===== config.mk =====
export PLATFORM = sky130hd
export DESIGN_NAME = booth_r8_accumulator
export DESIGN_NICKNAME = d
export VERILOG_FILES = /design/src/rtl/booth_pkg.sv /design/src/rtl/booth_r8_accumulator.sv
export SDC_FILE = /design/constraint.sdc
export NUM_CORES = 1
export LEC_CHECK = 0
export ABC_CLOCK_PERIOD_IN_PS = 5600
export BUFFER_PORTS_ARGS = -buffer_cell sky130_fd_sc_hd__buf_2
export CORE_MARGIN = 2
export CORE_UTILIZATION = 57
export DETAILED_ROUTE_END_ITERATION = 6
export PLACE_DENSITY = 0.78
export SKIP_CTS_REPAIR_TIMING = 1
export SLEW_MARGIN = 20
export SYNTH_ARGS = -nofsm -noshare
export SYNTH_HDL_FRONTEND = slang
export SYNTH_SLANG_ARGS = --single-unit

===== constraint.sdc =====
create_clock -name clk -period 5.6 [get_ports clk]
set_input_delay 1.12 -clock clk [delete_from_list [all_inputs] [get_ports clk]]
set_output_delay 1.12 -clock clk [all_outputs]
set_load 0.005 [all_outputs]

===== src/rtl/booth_pkg.sv =====
// Shared types for the radix-8 Booth multiplier stages.
package booth_pkg;

  typedef struct packed {
    logic [2:0] code;
    logic       sign;
  } t_enc_out;

endpackage


===== src/rtl/booth_r8_accumulator.sv =====
// Sequential radix-8 Booth back-end: selects 0/X/2X/3X/4X per digit and
// accumulates the shifted signed partial products into the full product.
//
// state  | meaning
// IDLE   | waiting for start_i, previous result already taken
// PRE3X  | one cycle to register A3 = A + 2A
// ACCUM  | accepting Booth digits, one per handshake
// DONE   | product presented until res_ready_i
module booth_r8_accumulator
  import booth_pkg::*;
#(
  parameter int WIDTH = 24
) (
  input  logic               clk,
  input  logic               rst_n,
  input  logic               start_i,
  input  logic [WIDTH-1:0]   a_i,
  output logic               busy_o,
  input  logic               dig_valid_i,
  input  t_enc_out           dig_i,
  output logic               dig_ready_o,
  output logic               res_valid_o,
  input  logic               res_ready_i,
  output logic [2*WIDTH-1:0] res_o,
  output logic               err_o
);

  localparam int NDIG  = (WIDTH + 3) / 3;
  localparam int CNT_W = $clog2(NDIG + 1);
  localparam int PP_W  = WIDTH + 4;
  localparam int ACC_W = 2 * WIDTH + 4;
  localparam int SH_W  = $clog2(3 * NDIG);

  typedef enum logic [1:0] {
    S_IDLE  = 2'd0,
    S_PRE3X = 2'd1,
    S_ACCUM = 2'd2,
    S_DONE  = 2'd3
  } t_state;

  t_state             r_state;
  t_state             w_state_nxt;
  logic [WIDTH-1:0]   r_a;
  logic [WIDTH+1:0]   r_a3;
  logic [ACC_W-1:0]   r_acc;
  logic [CNT_W-1:0]   r_cnt;
  logic               r_err;

  logic               w_start;
  logic               w_hs;
  logic               w_last;
  logic               w_illegal;
  logic [PP_W-1:0]    w_mag;
  logic [PP_W-1:0]    w_pp;
  logic [ACC_W-1:0]   w_pp_ext;
  logic [SH_W-1:0]    w_shamt;
  logic [ACC_W-1:0]   w_pp_sh;
  logic               w_acc_top_unused;

  assign w_start = (r_state == S_IDLE) && start_i;
  assign w_hs    = (r_state == S_ACCUM) && dig_valid_i;
  assign w_last  = (r_cnt == CNT_W'(NDIG - 1));

  always_ff @(posedge clk or negedge rst_n) begin
    if (!rst_n) begin
      r_state <= S_IDLE;
    end else begin
      r_state <= w_state_nxt;
    end
  end

  always_comb begin
    w_state_nxt = r_state;
    case (r_state)
      S_IDLE:  if (start_i) w_state_nxt = S_PRE3X;
      S_PRE3X: w_state_nxt = S_ACCUM;
      S_ACCUM: if (dig_valid_i && w_last) w_state_nxt = S_DONE;
      S_DONE:  if (res_ready_i) w_state_nxt = S_IDLE;
      default: w_state_nxt = S_IDLE;
    endcase
  end

  // Illegal codes 101/110/111 contribute nothing but are flagged.
  always_comb begin
    w_mag     = '0;
    w_illegal = 1'b0;
    case (dig_i.code)
      3'd0:    w_mag = '0;
      3'd1:    w_mag = PP_W'(r_a);
      3'd2:    w_mag = PP_W'({r_a, 1'b0});
      3'd3:    w_mag = PP_W'(r_a3);
      3'd4:    w_mag = PP_W'({r_a, 2'b00});
      default: w_illegal = 1'b1;
    endcase
  end

  assign w_pp     = dig_i.sign ? (~w_mag + PP_W'(1)) : w_mag;
  assign w_pp_ext = {{(ACC_W - PP_W){w_pp[PP_W-1]}}, w_pp};
  assign w_shamt  = SH_W'(3 * r_cnt);
  assign w_pp_sh  = w_pp_ext << w_shamt;

  // Two's-complement accumulator held as raw bits; the headroom bits only
  // carry the sign of negative intermediates and never reach res_o.
  always_ff @(posedge clk or negedge rst_n) begin
    if (!rst_n) begin
      r_a   <= '0;
      r_a3  <= '0;
      r_acc <= '0;
      r_cnt <= '0;
      r_err <= 1'b0;
    end else begin
      if (w_start) begin
        r_a   <= a_i;
        r_acc <= '0;
        r_cnt <= '0;
        r_err <= 1'b0;
      end
      if (r_state == S_PRE3X) begin
        r_a3 <= {2'b00, r_a} + {1'b0, r_a, 1'b0};
      end
      if (w_hs) begin
        r_acc <= r_acc + w_pp_sh;
        r_cnt <= r_cnt + CNT_W'(1);
        if (w_illegal) r_err <= 1'b1;
      end
    end
  end

  assign w_acc_top_unused = ^r_acc[ACC_W-1:2*WIDTH];

  assign busy_o      = (r_state != S_IDLE);
  assign dig_ready_o = (r_state == S_ACCUM);
  assign res_valid_o = (r_state == S_DONE);
  assign res_o       = r_acc[2*WIDTH-1:0];
  assign err_o       = r_err;

endmodule


==> impl_results.md, run 1 <==
- Status: complete, but fails checks
- Violated checks: design-rule violations, negative setup slack
- Mapped Cells: 1385
- Delay-heaviest family, CP: compound AO/OA/AOI/OAI gates
- Fillers: around 1300
- Top cell type's share of synthesized area: 0.2327
- Crit Path Category: primary input to flop
- Inst Count DP: 2018
- CTS clk-pin slew, worst paths: 0.09 ns
- Vias per std cell: 6.255
- CTS Buf Count: 9
- Nets: between 1500 and 2000
- Unrepaired setup endpoints after global routing: true
- CTS tree: yes
- # DRC: 11
- #FFs+latches synth: 105
- Final setup viols: 27
- Root buffer cell: clkbuf_16
- Peak Freq: between 150 and 200 MHz
- Cell taking the most area after synthesis: dfrtp_1
- Port buffer count: 84
- CP bufs+invs: 5
- Routed Antenna Nets: 0
- Post-Route Skew: 0.01380 ns
- Multi-input gate area: 8991 um^2
- Synth Flop Type: dfrtp_1
- Max cap viols: 0
- Slew @ Worst Pin: 0.8105 ns
- Total track usage: 0.3563
- Final RePlAce weighted congestion: between 1 and 1.5
- Clock latency on the worst-skew pair: 0.37 ns
- Chip height: 144.8 um
- Mean Syn Cell Area: 8.154 um^2
- Crit end category: flop
- Initial antenna violation count: 1
- Sequential share of the synthesized area: 0.2327
- Syn_nets: 1514
- Global-route wire length before repair: 59.66 mm
- Most used cell, CP: buf_4
- Site Rows: 51
- Die ar.: 20960 um^2
- Final Critical Period: 6.576 ns
- Via count: 12890
- Final Hold Viols: 0
- Critical Path Max Stage Delay: 0.46 ns
- Synth top cells by count: o21ai_0 (142), nand2_1 (133), a21oi_1 (111)
- Die width: 144.8 um
- HP Class: flop to flop
- Slew HR: 0.4596
- Mean routed wirelength per cell: 19.32 um
- I/O pin cnt: 85
- Worst Setup Start Kind: primary input
- Largest net degree at the start of global routing: slightly above 60
- Most common cell in the netlist: o21ai_0
- Worst Path Arrival: 6.83 ns
- Drt first pass iters: 7
- CP Max Fanout: 12
- Synth area leaders: dfrtp_1 (23%), ha_1 (10%), mux2_2 (6.6%)
- Remaining Overflow, GRT: 0
- Yosys cell types: 78
- Area grow syn2layout: 40.20%
- Routed wire length: 39.81 mm
- Fin worst setup slack: -0.9759 ns
- Register area: 2628 um^2
- Layout cell share with drive strength beyond 1: 0.3872
- Placeable Area: ~19000 um^2
- Starting Density: 0.5803
- Vias in the first global route: between 10000 and 15000
- Post-synthesis cell area: about 11000 um^2
- DRT iter0 DRCs: 1230
- Final Max Slew Viols: 0
- Final non-filler cell total: 2061
- Final worst-path cycle share: 1.174
- Dpl hpwl: ~29 mm
- Maximum clock path buffer count: 2
- CTS sink cnt: 105
- Async SR Flop Fraction: 1.000
- Slowest CP cell: or3_4
- Req. time, crit path: 5.85 ns
- Warnings from Yosys: 0
- Number of flops mapped to enable cells by yosys: 0
- H-tree depth: 3
-- layout make-up --
| cell class | count | share of cell area |
|---|---|---|
| timing repair buffer | 468 | 0.2166 |
| multi-input combinational | 1165 | 0.5679 |
| antenna | 1 | 0.0001581 |
| tap | 265 | 0.02094 |
| inverter | 41 | 0.009720 |
| sequential | 105 | 0.1660 |
| clock inverter | 7 | 0.004505 |
| clock buffer | 9 | 0.01422 |
-- worst register-to-register path: cells and delay by family (launching register included) --
kind | cells | cell delay (ns)
flip-flops | 1 | 0.46
adder cells (fa/ha/maj) | 1 | 0.24
AND/OR/NAND/NOR | 9 | 1.49
AO/OA/AOI/OAI | 10 | 2.28
multiplexers | 5 | 0.99
buffers and inverters | 3 | 0.52
-- cell usage in the layout, fill, tap and decap left out, types with 8 or more instances in the layout --
cell and count:
a211o_1 8, a21o_1 39, a21oi_1 94, a21oi_2 15, a221oi_1 8, a221oi_2 12, a22oi_1 9, a31oi_1 8
and2_1 9, and3_1 9, buf_2 80, buf_4 372, buf_6 9, clkbuf_16 9, dfrtp_1 105, ha_1 89
inv_1 36, mux2_2 63, mux2i_1 41, nand2_1 132, nand2b_1 20, nand3_1 20, nand4_1 17, nor2_1 94
nor3_1 14, o211ai_1 8, o21a_1 13, o21ai_0 115, o21ai_1 21, o22ai_1 16, o31ai_1 10, or2_2 9
or3_1 11, xnor2_1 37, xor2_1 35
-- per-layer routing --
metal  GRT usage  routed length (um)  up-vias
li1            -                   -     5977
met1      0.5009               17210     6244
met2      0.5762               18670      577
met3     0.05462                3054       94
met4     0.08431                 883        0
met5           0                   0        -
-- sequential cells by signal (all words and copies together), names as in the netlist --
signal   count
err_o        1
r_a         24
r_a3        26
r_acc       48
r_cnt        4
r_state      2
-- per-stage QoR --
step | TNS, ns | hold slack [ns] | utilization | cell area [um^2] | worst slack (ns)
floorplan | -11.98 | 0.4749 | - | 11580 | -1.055
global placement | -25.51 | 0.4914 | 0.7569 | 14730 | -1.225
detailed placement | -29.75 | 0.4854 | 0.7569 | 14730 | -1.367
CTS | -17.48 | 0.5169 | 0.7721 | 15030 | -1.009
global route | -21.98 | 0.5367 | 0.8135 | 15830 | -1.244
finish | -15.10 | 0.5163 | 0.8135 | 15830 | -0.9759
-- cells by family (layout without fill, tap and decap cells) --
| group | count (synthesis) | count (layout) | synth area share |
|---|---|---|---|
| AO/OA/AOI/OAI | 484 | 484 | 0.2773 |
| XOR/XNOR | 79 | 79 | 0.06127 |
| adder cells (fa/ha/maj) | 96 | 96 | 0.1084 |
| buffers and inverters | 115 | 525 | 0.04310 |
| flip-flops | 105 | 105 | 0.2327 |
| multiplexers | 117 | 117 | 0.1132 |
| other | 0 | 1 | 0 |
| AND/OR/NAND/NOR | 389 | 389 | 0.1641 |
-- worst paths after layout --
path | slack (ns) | cells after the start | start | end
setup / recovery | -0.98 | 30 | dig_i[2] | r_acc[47]
hold reg to reg | 0.52 | 1 | err_o | err_o
max in group asynchronous | 3.61 | 2 | rst_n | r_acc[10]
min in group asynchronous | 0.75 | 1 | rst_n | r_a3[6]
hold / removal | 0.52 | 1 | err_o | err_o
setup reg to reg | -0.47 | 28 | r_a[0] | r_acc[47]
Power of run 1 is not shown: default switching activity piles up to over one toggle a cycle in this logic, so the estimate is an artifact.
==> run 2, diff against run 1 <==
CTS_BUF_LIST = sky130_fd_sc_hd__clkbuf_4 sky130_fd_sc_hd__clkbuf_8 sky130_fd_sc_hd__clkbuf_16   (was unset)
PLACE_DENSITY = 0.79   (was 0.78)
==> run 2 against run 1 <==
  * The flow finishes with violations (negative setup slack)
  * Via count up 3.3%
  * Utilization up 1.0 points
  * Count of clock-buffer cells in the layout unchanged
  * Routed wire length up 5.6%
  * Cell area up 1.2%
  * Highest routed layer unchanged
  * Global-route usage down 0.86 points
  * Flip-flop and latch count unchanged
  * Hold slack better by 0.0034 ns
  * Maximum frequency down 3.4%
  * Largest cell class unchanged
  * Die area unchanged
  * Clock skew down 0.0014 ns
  * Sequential share of layout area down 0.20 points
==> impl_results.md, run 2 (synthesized netlist as in run 1, its figures left out) <==
- Final RePlAce weighted congestion: 1.011
- Starting Density: 0.5803
- Fin Setup TNS: -22.84 ns
- R2r setup slk: -0.59 ns
- Fillers: 1191
- Vias in the first global route: 11670
- Final Hold Viols: 0
- Fin worst setup slack: -1.210 ns
- Chip height: between 100 and 150 um
- Maximum clock path buffer count: 2
- I/O pin cnt: 85
- Worst R2R Start: r_a[0]
- WHS: 0.5196 ns
- CTS Buf Count: 9
- Met2 Resource Use GR: 0.5559
- Crit path from: dig_i[2]
- Final Max Slew Viols: 0
- Layout cell share with drive strength beyond 1: 0.4028
- Final Critical Period: 6.810 ns
- Top reg by flops: r_acc
- Site Rows: 51
- Port buffer count: 84
- CTS clk-pin slew, worst paths: 0.09 ns
- Root buffer cell: clkbuf_16
- Most common cell after layout, fill and taps aside: buf_4
- Critical Path Max Stage Delay: 0.69 ns
- Largest net degree at the start of global routing: 60
- Cell area after layout: 16030 um^2
- Most frequent cells in the layout: buf_4 (384), nand2_1 (131), o21ai_0 (109)
- CTS sink cnt: ~110
- FF-to-FF path depth: 25
- Placeable Area: ~20000 um^2
- Die ar.: 20960 um^2
- Area grow syn2layout: 41.95%
- Final setup viols: 35
- Worst r2r dst: r_acc[45]
- Post-Route Skew: 0.01235 ns
- Slowest CP cell: o21ai_0
- Final worst-path cycle share: 1.216
- Clock latency on the worst-skew pair: 0.37 ns
- Crit path to: r_acc[45]
- Slew @ Worst Pin: 0.8707 ns
- Met3 GRT Util: 0.07272
- Nets: about 1900
- H-tree depth: 3
- Routed Antenna Nets: 0
- Routed wire length: 42.03 mm
- Cell Area, Placed: 14660 um^2
- Peak Freq: 146.8 MHz
- Global routing usage on met1: 0.4843
- Drt first pass iters: 7
- Max cap viols: 0
- Initial antenna violation count: 0
- Flip-flop count of the largest register, all copies and words added: 48
- Worst Setup Start Kind: primary input
- Violated checks: negative setup slack
- CTS tree: yes
- Most used cell, CP: buf_4
- Mean routed wirelength per cell: 20.25 um
- Vias per std cell: 6.418
- Crit end category: flop
- Via count: 13320
- Slew HR: 0.4134
- Delay-heaviest family, CP: compound AO/OA/AOI/OAI gates
- Total track usage: 0.3476
- Ant. Diodes: 0
- Unrepaired setup endpoints after global routing: true
- Worst Path Arrival: slightly above 7 ns
- CP Max Fanout: 7
- Crit Path Category: primary input to flop
- Die width: ~140 um
- Global-route wire length before repair: 58.22 mm
- Status: complete, but fails checks
- Dpl hpwl: 28.66 mm
- Cell count along the critical path: 30
- Largest regs: r_acc (48), r_a3 (26), r_a (24)
- Req. time, crit path: 5.83 ns
- Remaining Overflow, GRT: 0
- HP Class: flop to flop
- DRT iter0 DRCs: 1412
- CP bufs+invs: 7
- Layer with the highest usage: met2
- # DRC: 0
-- run 2: cell count changes in the layout (fill, tap and decap cells not counted), moves of 3 or more --
cell | previous run | this run
o21ai_2 | 6 | 9
a22oi_1 | 9 | 5
o311ai_1 | 0 | 3
a221oi_1 | 8 | 4
o311ai_0 | 5 | 2
o21ai_1 | 21 | 25
a221oi_2 | 12 | 16
a22oi_2 | 0 | 4
o21ai_0 | 115 | 109
buf_4 | 372 | 384
-- run 2: how the worst min path moves through the flow --
stage	from	to	slack, ns	cells past startpoint
final	err_o	err_o	0.52	1
after global routing	err_o	err_o	0.52	1
after CTS	err_o	err_o	0.52	1
after detailed placement	err_o	err_o	0.48	1
after global placement	err_o	err_o	0.48	1
after floorplan	r_a3[0]	r_a3[0]	0.47	1
-- run 2: layout make-up --
| type | count | area (um^2) | area share |
|---|---|---|---|
| Clock inverter | 7 | 71.32 | 0.004449 |
| Inverter | 41 | 153.9 | 0.009600 |
| Sequential cell | 105 | 2628 | 0.1639 |
| Tap cell | 265 | 331.6 | 0.02068 |
| Timing Repair Buffer | 483 | 3562 | 0.2222 |
| Clock buffer | 9 | 225.2 | 0.01405 |
| Multi-Input combinational cell | 1165 | 9059 | 0.5651 |
-- run 2: routing by layer --
metal | up-vias | wire, um
li1 | 6018 | -
met2 | 752 | 19180
met4 | 0 | 1616
met1 | 6355 | 17140
met3 | 193 | 4094
met5 | - | 0
-- run 2: stage by stage --
stage | utilization | cells | setup slack, ns
floorplan | - | 1385 | -1.055
global placement | 0.7530 | 2008 | -1.248
detailed placement | 0.7530 | 2008 | -1.512
CTS | 0.7682 | 2024 | -1.142
global route | 0.8237 | 2075 | -1.630
finish | 0.8237 | 2075 | -1.210
Power of run 2 is left out for the same reason.
==> run 3, diff against run 2 <==
SETUP_SLACK_MARGIN = 0.3   (was unset)
==> run 3 against run 2 <==
  * The flow still finishes with violations (negative setup slack)
  * Sequential share of layout area up 0.23 points
  * Global-route usage increased by 0.52 points
  * Worst setup slack gained 0.13 ns
  * Routed wire length is 5.0% lower
  * Cell count shrank 0.39%
  * Register-to-register slack improved by 0.19 ns
  * Highest routed layer unchanged
==> impl_results.md, run 3 (synthesized netlist as in run 1, its figures left out) <==
- Hold Crit Start: r_a3[18]
- Total track usage: 0.3528
- Fin worst setup slack: -1.078 ns
- CTS sink cnt: 105
- Root buffer cell: clkbuf_16
- Largest regs: r_acc (48), r_a3 (26), r_a (24)
- Site Rows: 51
- Unrepaired setup endpoints after global routing: true
- Global-route wire length before repair: 59.17 mm
- Max cap viols: 0
- Critical Path Max Stage Delay: 0.56 ns
- Slowest CP cell: or4_4
- Routed Antenna Nets: 0
- Mean routed wirelength per cell: about 19 um
- Routed wire length: roughly 40 mm
- Vias per std cell: 6.268
- Crit Path Category: primary input to flop
- Final Max Slew Viols: 0
- Starting Density: 0.5803
- Crit end category: flop
- Chip height: 144.8 um
- HP Class: flop to flop
- CTS Buf Count: 9
- WHS: 0.5171 ns
- Clock latency on the worst-skew pair: around 0.37 ns
- CP Max Fanout: 7
- CP bufs+invs: 7
- R2r setup slk: -0.40 ns
- Most frequent cells in the layout: buf_4 (376), nand2_1 (132), o21ai_0 (114)
- DRT iter0 DRCs: ~1500
- Dpl hpwl: between 20 and 30 mm
- Via count: 12960
- Die width: between 100 and 150 um
- CTS clk-pin slew, worst paths: 0.08 ns
- Violated checks: negative setup slack
- Hold Crit Depth: 1
- Final setup viols: 29
- Final Critical Period: 6.678 ns
- Nets: 1926
- Largest net degree at the start of global routing: 64
- CTS tree: yes
- I/O pin cnt: 85
- FF-to-FF path depth: 27
- Final RePlAce weighted congestion: 1.013
- Final worst-path cycle share: 1.193
- Initial antenna violation count: 0
- Worst Setup Start Kind: primary input
- Slew HR: 0.4448
- Hold endpoint: r_a3[18]
- Drt first pass iters: 6
- Vias in the first global route: ~12000
- Delay-heaviest family, CP: compound AO/OA/AOI/OAI gates
- Remaining Overflow, GRT: 0
- Maximum clock path buffer count: 2
- Area grow syn2layout: 39.98%
- Final Hold Viols: 0
- Post-Route Skew: roughly 0.012 ns
- Port buffer count: 84
- Peak Freq: 149.7 MHz
- Worst Path Arrival: approximately 7.0 ns
- H-tree depth: 3
- Ant. Diodes: 0
- # DRC: 0
- Top reg by flops: r_acc
- Placeable Area: 19460 um^2
- Status: complete, but fails checks
- Most common cell after layout, fill and taps aside: buf_4
- Worst R2R Start: r_a[3]
- Die ar.: 20960 um^2
- Slew @ Worst Pin: approximately 0.83 ns
- Core Util, Final: 0.8123
- Layout cell share with drive strength beyond 1: 0.3840
- Worst r2r dst: r_acc[47]
- Flip-flop count of the largest register, all copies and words added: 48
- Req. time, crit path: around 6 ns
- Most used cell, CP: buf_4
run 3: cell types whose count changed in the layout (fill, tap and decap cells not counted), sizes merged:
cell / before / now
clkinv: 3 / 4
bufinv: 0 / 1
buf: 482 / 475
clkinvlp: 2 / 0
inv: 43 / 42
run 3: layer usage:
layer / vias up / GRT usage / wire length, um
met5: - / 0 / 0
met4: 0 / 0.06643 / 953
met3: 109 / 0.06088 / 3454
met2: 650 / 0.5869 / 18780
met1: 6194 / 0.4852 / 16750
li1: 6003 / - / -
run 3: how the worst max path moves through the flow:
stage                        start        end  slack (ns)  depth (start not counted)
after floorplan           dig_i[1]  r_acc[46]       -1.06                         26
after global placement    dig_i[2]  r_acc[46]       -1.24                         29
after global routing      dig_i[3]  r_acc[45]       -1.27                         27
after CTS                 dig_i[1]  r_acc[45]       -1.08                         26
after detailed placement  dig_i[1]  r_acc[45]       -1.42                         26
final                     dig_i[2]  r_acc[47]       -1.08                         28
run 3: worst register-to-register path: cells and delay by family (launching register included):
kind,cells,cell delay (ns)
fa+ha+maj,1,0.23
compound gates,13,2.51
simple gates,5,0.93
flops,1,0.44
buf+inv,4,0.75
mux,4,1.02
run 3: final cells by class:
cell class | instances | area [um^2]
multi-input combinational | 1165 | 8897
fill | 1272 | 3654
timing repair buffer | 475 | 3476
sequential | 105 | 2628
tap | 265 | 331.6
clock buffer | 10 | 239.0
inverter | 41 | 153.9
clock inverter | 6 | 83.83
run 3: per-stage QoR:
step / cells / setup TNS [ns] / worst slack, ns / instance area [um^2]
5_1_grt: 2067 / -24.54 / -1.268 / 15810
2_1_floorplan: 1385 / -11.95 / -1.055 / 11600
4_1_cts: 2040 / -18.28 / -1.077 / 15130
3_5_place_dp: 2024 / -29.88 / -1.419 / 14800
3_3_place_gp: 2024 / -25.08 / -1.237 / 14800
6_report: 2067 / -17.84 / -1.078 / 15810
Power of run 3 is left out for the same reason.
